**config.mk**
```make
export PLATFORM = sky130hd
export DESIGN_NAME = controle_venda
export DESIGN_NICKNAME = d
export VERILOG_FILES = /design/src/rtl/venda_pkg.sv /design/src/rtl/temporizador_venda.sv /design/src/rtl/controle_venda.sv
export SDC_FILE = /design/constraint.sdc
export NUM_CORES = 1
export LEC_CHECK = 0
export ABC_AREA = 1
export CELL_PAD_IN_SITES_DETAIL_PLACEMENT = 1
export CELL_PAD_IN_SITES_GLOBAL_PLACEMENT = 1
export CORE_MARGIN = 8
export CORE_UTILIZATION = 35
export CTS_BUF_LIST = sky130_fd_sc_hd__clkbuf_4 sky130_fd_sc_hd__clkbuf_8 sky130_fd_sc_hd__clkbuf_16
export DETAILED_ROUTE_END_ITERATION = 16
export PLACE_DENSITY = 0.8
export SETUP_SLACK_MARGIN = 0.4
export SYNTH_ARGS = -nofsm -noshare
export SYNTH_HDL_FRONTEND = slang
export SYNTH_SLANG_ARGS = --single-unit
```
**constraint.sdc**
```tcl
create_clock -name clk -period 1.93 [get_ports clk]
set_clock_uncertainty 0.2 [all_clocks]
set_input_delay 0.386 -clock clk [delete_from_list [all_inputs] [get_ports clk]]
set_output_delay 0.386 -clock clk [all_outputs]
set_load 0.05 [all_outputs]
```
**src/rtl/venda_pkg.sv**
```systemverilog
// Shared definitions for the vending sale path: FSM states, prices, overflow code, coin codes.
// Latency: n/a (package only).
// Backpressure: n/a; the coin acceptor is held off by controle_venda's ocupado output.
package venda_pkg;

  typedef enum logic [1:0] {
    ESPERA   = 2'd0,
    DISPENSA = 2'd1,
    TROCO    = 2'd2,
    LIMPA    = 2'd3
  } estado_t;

  // Prices in quarters (R$0,25 units)
  localparam logic [3:0] PRECO_P0 = 4'd3;
  localparam logic [3:0] PRECO_P1 = 4'd4;
  localparam logic [3:0] PRECO_P2 = 4'd6;
  localparam logic [3:0] PRECO_P3 = 4'd8;

  // Accumulator code meaning "too many coins"
  localparam logic [3:0] CREDITO_OVF = 4'hF;

  // Coin codes shared with the accumulator
  localparam logic [1:0] MOEDA_025 = 2'b01;
  localparam logic [1:0] MOEDA_050 = 2'b10;
  localparam logic [1:0] MOEDA_100 = 2'b11;

  function automatic logic [3:0] preco(input logic [1:0] sel);
    case (sel)
      2'd0:    preco = PRECO_P0;
      2'd1:    preco = PRECO_P1;
      2'd2:    preco = PRECO_P2;
      default: preco = PRECO_P3;
    endcase
  endfunction

endpackage

```
**src/rtl/temporizador_venda.sv**
```systemverilog
// Load/count-down timer; fim is high whenever the count sits at zero.
// Latency: carga takes effect on the next edge; a load of K gives fim on the (K+1)th counting edge.
// Backpressure: none; conta simply freezes the count when low.
module temporizador_venda #(
  parameter int W = 8
) (
  input  logic         clk,
  input  logic         reset,
  input  logic         carga,
  input  logic [W-1:0] valor,
  input  logic         conta,
  output logic         fim
);

  logic [W-1:0] cnt;

  // Load has priority; counting stops at zero
  always_ff @(posedge clk or posedge reset) begin
    if (reset)
      cnt <= '0;
    else if (carga)
      cnt <= valor;
    else if (conta && (cnt != '0))
      cnt <= cnt - W'(1);
  end

  assign fim = (cnt == '0);

endmodule

```
**src/rtl/controle_venda.sv**
```systemverilog
// Sale controller: dispense, change, refund and accumulator-clear strobe. Optional macro VENDA_TIMEOUT_EN adds an inactivity refund.
// Latency: confirm at edge N -> dispense N+1..N+DISPENSE_CYCLES, change N+D+1, clear N+D+2; refund at N+1, clear N+2.
// Backpressure: ocupado is high outside ESPERA and blocks the coin acceptor; buttons are ignored while busy.
module controle_venda
  import venda_pkg::*;
#(
  parameter int DISPENSE_CYCLES = 4,
  parameter int TIMEOUT_CYCLES  = 1000
) (
  input  logic       clk,
  input  logic       reset,
  input  logic [3:0] valorAcumulado,
  input  logic [1:0] selProduto,
  input  logic       confirma,
  input  logic       cancela,
  output logic       tempoLimite,
  output logic       liberaProduto,
  output logic [1:0] produtoLiberado,
  output logic [3:0] troco,
  output logic       trocoValido,
  output logic       estorno,
  output logic       saldoInsuficiente,
  output logic       ocupado
);

  if ((DISPENSE_CYCLES < 1) || (TIMEOUT_CYCLES < 1)) begin : g_param_invalido
    $error("controle_venda: DISPENSE_CYCLES and TIMEOUT_CYCLES must be >= 1");
  end

  localparam int WD = (DISPENSE_CYCLES > 1) ? $clog2(DISPENSE_CYCLES) : 1;
  localparam logic [WD-1:0] CARGA_DISP = WD'(DISPENSE_CYCLES - 1);

  estado_t    estado;
  logic [1:0] sel_lat;
  logic       sobrecarga, cancelar, compra_ok, compra_neg;
  logic       inicia_disp, fim_disp, expirou;

  // Decode of the ESPERA decisions; priority is resolved in the FSM
  always_comb begin
    sobrecarga  = (valorAcumulado == CREDITO_OVF);
    cancelar    = cancela && (valorAcumulado != 4'd0);
    compra_ok   = confirma && (valorAcumulado >= preco(selProduto));
    compra_neg  = confirma && !compra_ok;
    inicia_disp = (estado == ESPERA) && !sobrecarga && !cancelar && compra_ok;
  end

  // Dispense duration: loaded with D-1 when the sale starts, fim ends DISPENSA
  temporizador_venda #(.W(WD)) u_tmr_disp (
    .clk   (clk),
    .reset (reset),
    .carga (inicia_disp),
    .valor (CARGA_DISP),
    .conta (estado == DISPENSA),
    .fim   (fim_disp)
  );

`ifdef VENDA_TIMEOUT_EN
  localparam int WT = (TIMEOUT_CYCLES > 1) ? $clog2(TIMEOUT_CYCLES) : 1;
  localparam logic [WT-1:0] CARGA_TO = WT'(TIMEOUT_CYCLES - 1);

  logic [3:0] valor_ant;
  logic       reinicia, fim_to;

  // Previous credit, to detect coin activity
  always_ff @(posedge clk or posedge reset) begin
    if (reset) valor_ant <= 4'd0;
    else       valor_ant <= valorAcumulado;
  end

  // Any activity (or no credit) rearms the inactivity window
  always_comb begin
    reinicia = (valorAcumulado == 4'd0) || (valorAcumulado != valor_ant) || confirma || cancela;
    expirou  = (estado == ESPERA) && !reinicia && fim_to;
  end

  temporizador_venda #(.W(WT)) u_tmr_to (
    .clk   (clk),
    .reset (reset),
    .carga ((estado != ESPERA) || reinicia),
    .valor (CARGA_TO),
    .conta (estado == ESPERA),
    .fim   (fim_to)
  );
`else
  assign expirou = 1'b0;
`endif

  // Sale FSM with registered outputs; strobes default low each cycle
  always_ff @(posedge clk or posedge reset) begin
    if (reset) begin
      estado            <= ESPERA;
      sel_lat           <= 2'd0;
      tempoLimite       <= 1'b0;
      liberaProduto     <= 1'b0;
      produtoLiberado   <= 2'd0;
      troco             <= 4'd0;
      trocoValido       <= 1'b0;
      estorno           <= 1'b0;
      saldoInsuficiente <= 1'b0;
      ocupado           <= 1'b0;
    end else begin
      tempoLimite       <= 1'b0;
      trocoValido       <= 1'b0;
      troco             <= 4'd0;
      estorno           <= 1'b0;
      saldoInsuficiente <= 1'b0;
      case (estado)
        ESPERA: begin
          if (sobrecarga || cancelar) begin
            estorno <= 1'b1;
            ocupado <= 1'b1;
            estado  <= LIMPA;
          end else if (compra_ok) begin
            sel_lat         <= selProduto;
            liberaProduto   <= 1'b1;
            produtoLiberado <= selProduto;
            ocupado         <= 1'b1;
            estado          <= DISPENSA;
          end else if (compra_neg) begin
            saldoInsuficiente <= 1'b1;
          end else if (expirou) begin
            estorno <= 1'b1;
            ocupado <= 1'b1;
            estado  <= LIMPA;
          end
        end
        DISPENSA: begin
          if (fim_disp) begin
            liberaProduto   <= 1'b0;
            produtoLiberado <= 2'd0;
            estado          <= TROCO;
            // Credit cannot shrink, so the subtraction never wraps
            if (sobrecarga) estorno <= 1'b1;
            else begin
              trocoValido <= 1'b1;
              troco       <= valorAcumulado - preco(sel_lat);
            end
          end
        end
        TROCO: begin
          tempoLimite <= 1'b1;
          estado      <= LIMPA;
        end
        LIMPA: begin
          // From TROCO the strobe is already up; from a refund it rises here first
          if (!tempoLimite) tempoLimite <= 1'b1;
          else begin
            ocupado <= 1'b0;
            estado  <= ESPERA;
          end
        end
        default: estado <= ESPERA;
      endcase
    end
  end

endmodule

```
# ---- After elaboration in Yosys (flattened, before gate mapping)
# Cells that the tools add are included.
dict set report totals {
  regBits 18
  wordCells 91
}
dict set report op_classes {
  addsub 2
  n_reduce_logical 24
  bitwise_logic 1
  n_lt_le_gt_ge 1
  mux 39
  n_eq_ne 13
}
# operator count
set op_table {}
lappend op_table {{4-bit two-way mux} 6}
lappend op_table {{4-bit one-hot mux with 3 select lines} 2}
lappend op_table {{2-bit two-way mux} 9}
lappend op_table {{1-bit two-way mux} 16}
lappend op_table {{3-bit AND reduction} 3}
lappend op_table {{2-bit == test, second input constant} 4}
lappend op_table {{2-bit logical NOT} 4}
lappend op_table {{2-bit != test, second input constant} 4}
lappend op_table {{1-bit one-hot mux with 2 select lines} 4}
lappend op_table {{2-bit one-hot mux with 4 select lines} 1}
lappend op_table {{2-bit nonzero test} 4}
lappend op_table {{1-bit logical AND} 7}
lappend op_table {{2-bit by 1-bit == test with 1-bit output, second input constant} 3}
lappend op_table {{4-bit == test, second input constant} 1}
lappend op_table {{4-bit greater-or-equal comparator} 1}
lappend op_table {{2-bit one-hot mux with 2 select lines} 1}
lappend op_table {{4-bit AND reduction} 1}
lappend op_table {{4-bit nonzero test} 1}
lappend op_table {{4-bit subtractor} 1}
lappend op_table {{1-bit logical NOT} 3}
lappend op_table {{3-bit by 2-bit != test with 1-bit output, second input constant} 1}
lappend op_table {{2-bit by 1-bit subtractor with 2-bit output, second input constant} 1}
lappend op_table {{1-bit logical OR} 1}
lappend op_table {{1-bit NOT} 1}

# ---- Longest topological paths before layout
dict set report depth {
  ltp_word 10
  depth_mapped 13
  ltp_nobuf 13
}

# ---- Hierarchy
# From an unflattened synthesis, not the netlist that was laid out.
dict set report unflattened {
  hier_cells 151
  hier_area_um2 1224.9
}
# module cells_per_inst area_per_inst_um2 seq_area_each_um2 n_inst
set modules_own_cells {}
lappend modules_own_cells {controle_venda 131 1093.5 400.4 1}
lappend modules_own_cells {temporizador_venda 20 131.4 50.0 1}

# ---- Worst setup path before layout
# Ideal clock, no wire load.
dict set report synth_path {
  path_type {input to register}
  from {input port selProduto[0]}
  to {register liberaProduto}
  arrival_ns 1.648
  stages 13
  required_time_ns 1.654
  setup_slack_ns 0.006
  setup_time_ns 0.076
  n_path_buf 0
  path_cell_list {inv_1 > ha_1 > o21ai_0 > ha_1 > nand2_1 > nand2_1 > nand2_1 > nand3_2 > nand2_1 > nand2_1 > nand2_2 > nand2_1 > o21ai_1}
}
dict set report synth_between {
  elab_chain_cells 6
  word_cells_on_any_way 8
}
# element line
set synth_rtl {}
lappend synth_rtl {{start: declaration} controle_venda.sv:13} ;# input logic [1:0] selProduto,
lappend synth_rtl {{2-bit == test, or another cell as far along} venda_pkg.sv:28} ;# case (sel)
lappend synth_rtl {{4-bit one-hot mux with 3 select lines (*)} venda_pkg.sv:28}
lappend synth_rtl {{4-bit greater-or-equal comparator (*)} controle_venda.sv:42} ;# compra_ok = confirma && (valorAcumulado >= preco(selProduto));
lappend synth_rtl {{1-bit logical AND (*)} controle_venda.sv:42}
lappend synth_rtl {{2-bit != test (no line) (*)} -}
lappend synth_rtl {{4-bit AND reduction (no line) (*)} -}
lappend synth_rtl {{end signal: assignment} controle_venda.sv:94} ;# liberaProduto <= 1'b0;
lappend synth_rtl {{end signal: assignment} controle_venda.sv:115} ;# liberaProduto <= 1'b1;
lappend synth_rtl {{end signal: assignment} controle_venda.sv:129} ;# liberaProduto <= 1'b0;
lappend synth_rtl {{end: declaration} controle_venda.sv:17} ;# output logic liberaProduto,
# Mark *: on every way between the ends. The rest lies on a longest branch, timed or not.
# A chain may end at the register's enable or synchronous reset.

# ---- Final worst setup path
dict set report layout_path {
  from {input port selProduto[1]}
  to {register sel_lat[0]}
}
dict set report layout_between {
  elab_chain_cells 5
  word_cells_on_any_way 7
}
# element line
set layout_rtl {}
lappend layout_rtl {{2-bit == test, or another cell as far along} venda_pkg.sv:28}
lappend layout_rtl {{4-bit one-hot mux with 3 select lines (*)} venda_pkg.sv:28}
lappend layout_rtl {{4-bit greater-or-equal comparator (*)} controle_venda.sv:42}
lappend layout_rtl {{1-bit logical AND (*)} controle_venda.sv:42}
lappend layout_rtl {{3-bit AND reduction (no line) (*)} -}
lappend layout_rtl {{end signal: assignment} controle_venda.sv:114} ;# sel_lat <= selProduto;
lappend layout_rtl {{end: declaration} controle_venda.sv:34} ;# logic [1:0] sel_lat;
# Marked as above.

==> results by group <==
STA
  • Pins Over Slew Limit: 0
  • F_max: 540.6 MHz
  • Final hold violation count: 0
  • Post-route setup TNS: 0 ns
  • Final period util: 0.9585
  • Setup Viol. Count Final: 0
  • Final worst slack: ~0.080 ns
  • Worst-margin pin slew: 0.2700 ns
  • Max_slew headroom: 0.8195
  • Period minus WS final: 1.850 ns
  • RSZ-0062 raised after global routing: yes

Drt
  • First-pass DRT Iterations: 4
  • Drt wl/cell: 16.37 um
  • Via total after detailed routing: 1,078
  • Antenna-violating nets left: 0
  • # DRC: 0
  • Drt initial violations: 31
  • Overall routed net length: between 3000 and 4000 um
  • Vias per cell: 4.749

Floorplanning
  • Area of the core: approximately 0.0033 mm2
  • Initial Util: 0.3558
  • Die W: 73.79 um
  • I/O pins: 22
  • Die Y: ~74 um
  • Die area: approximately 0.0054 mm2
  • # rows: 21

Pwr
  • Seq pwr share: 0.225
  • Switch Pwr: 1352 uW
  • Peak supply drop: 0.8544 mV
  • Switch share: 0.4883
  • Comb power frac: 0.683
  • Clk network pwr share: 0.092
  • Pwr Density: around 1400 mW/mm2
  • P_leak: 0.0009670 uW
  • Pint: 1417 uW

Global route
  • Global Route Usage Sum: 0.1460
  • Grt total ovfl: 0
  • Largest net degree at the start of global routing: 19
  • First-pass GRT wire length: 5913 um
  • Number of global-route vias before repair: between 1,000 and 1,500
  • Initial antenna violation count: 0

Layout
  • Area occupied by multi-input gates: roughly 870 um2
  • Most frequent cells in the layout: buf_4, inv_1, nand2_1
  • Storage cell area: 450.4 um2
  • Layout Nets: ~210
  • Commonest non-fill, non-tap cell in the layout: buf_4
  • Non-Filler Instances: between 200 and 250
  • P&R area growth vs syn: 64.56%
  • Layout cells sized above 1: 0.4917
  • Ant. Diodes: 0
  • Filler Cell Count: 371
  • Final core occ: 0.5855

Critical path
  • Req. time, crit path: 1.96 ns
  • Largest delay share family, worst path: adder cells
  • WP data arrival: 1.88 ns
  • Buf/Inv on CP: 5
  • Crit Path Class: in -> reg
  • Crit path cell chain: buf_6 -> buf_12 -> inv_12 -> ha_4 -> inv_2 -> ha_4 -> nand4_1 -> nand3_4 -> buf_4 -> nand3_4 -> nand2_1 -> o21ai_1
  • Worst Setup End Kind: flop
  • Worst setup SP type: input port
  • CP max-delay cell: ha_4
  • CP Max Fanout: 6
  • CP max stage delay: 0.26 ns

Clock tree
  • CTS Root Buffer Type: clkbuf_4
  • Clk Latency, worst-skew pair: 0.33 ns
  • Post-CTS Hold Buffers: 0
  • Clock sink count: 18
  • CTS tree: yes
  • Total CTS buffers: 3
  • CTS max path bufs: 2
  • H-tree depth: 1
  • Clk slew on worst S/H paths: approximately 0.12 ns

Yosys
  • Cell Area, Synth: ~0.0012 mm2
  • Sequential fraction of the synthesis area: 0.3854
  • Gate Count Post-Synth: 138
  • Syn avg cell area: 8.468 um2
  • Cell variety after synth: 20
  • Synth Warn #: 0
  • #FFs+latches synth: 18
  • Syn Nets: about 170

Placement
  • IO Port Bufs: 21
  • Pre-CTS WS: -0.7410 ns
  • RePlAce Congestion: approximately 0.81
  • Hpwl dp: about 2400 um
  • Cell total after placement: 216

Outcome
  • Status: complete, no violations

Flow run
  • Number of max-cap violations: 0

Worst hold path
  • HP Class: in -> async
[cell usage after synthesis (all sizes together)]
master  number  area (um2)
nand3        8       60.06
a21oi        3       18.77
xnor2        1       8.760
dfrtp       18       450.4
nor2         8       32.54
mux2         1       11.26
ha          18       225.2
xor2         2       17.52
or2          1       6.260
fa           1       20.02
nand4        5       31.28
clkbuf       1       3.750
nand2       33       128.9
inv         29       108.9
o21ai        9       45.04
[cell families after synthesis]
kind of cell | count (synthesis) | synth area share
xor+xnor | 3 | 0.02249
flops | 18 | 0.3854
simple gates | 55 | 0.2216
fa+ha+maj | 19 | 0.2099
compound gates | 12 | 0.05460
mux | 1 | 0.009635
buf+inv | 30 | 0.09635
[stage by stage]
stage / instance area (um2) / hold slack, ns / power [uW]
finish: 1923 / 0.1794 / 2769
global route: 1923 / 0.2124 / 2980
CTS: 1752 / 0.2116 / 2504
detailed placement: 1638 / 0.2823 / 2106
global placement: 1638 / 0.2661 / 2020
floorplan: 1289 / 0.1246 / 1654
[worst paths after layout]
path	start	endpoint	slack [ns]	depth (start not counted)
min reg2reg	ocupado	ocupado	0.30	2
max in group asynchronous	reset	estado[1]	1.14	3
max	selProduto[1]	sel_lat[0]	0.08	12
min	reset	u_tmr_disp.cnt[0]	0.18	3
min in group clk	selProduto[1]	sel_lat[1]	0.22	4
max reg2reg	estado[0]	sel_lat[0]	0.16	7
[final cells by class]
cell class	count	share of cell area
Timing Repair Buffer	40	0.1952
Inverter	29	0.07092
Multi-Input combinational cell	90	0.4509
Tap cell	46	0.02993
Sequential cell	18	0.2342
Clock buffer	4	0.01887
[state kept, by name (all words and copies together) (netlist names)]
name and cells:
troco 4, estado 2, produtoLiberado 2, sel_lat 2, u_tmr_disp.cnt 2, estorno 1
liberaProduto 1, ocupado 1, saldoInsuficiente 1, tempoLimite 1, trocoValido 1
[metal layers]
metal,vias up,track usage,share of wire
li1,516,-,-
met1,533,0.1282,0.37
met2,22,0.2844,0.56
met3,7,0.03956,0.042
met4,0,0.08647,0.030
met5,-,0,0
[what timing repair did]
action	CTS	global route
hold endpoints to repair	0	0
setup buffers	3	4
endpoints found under the setup margin	16	20
gates resized for setup	25	33
pin swaps	16	18
[tightest hold or removal path: cells and delay by family]
kind / cells / cell delay [ns]
buf+inv: 3 / 0.71
[power groups by stage]
stage	Clock (uW)	Sequential [uW]	Combinational [uW]
finish	255	622	1890
global route	274	639	2070
CTS	248	608	1650
detailed placement	0	613	1490
global placement	0	605	1410
floorplan	0	868	786
(Power assumes the default switching activity.)
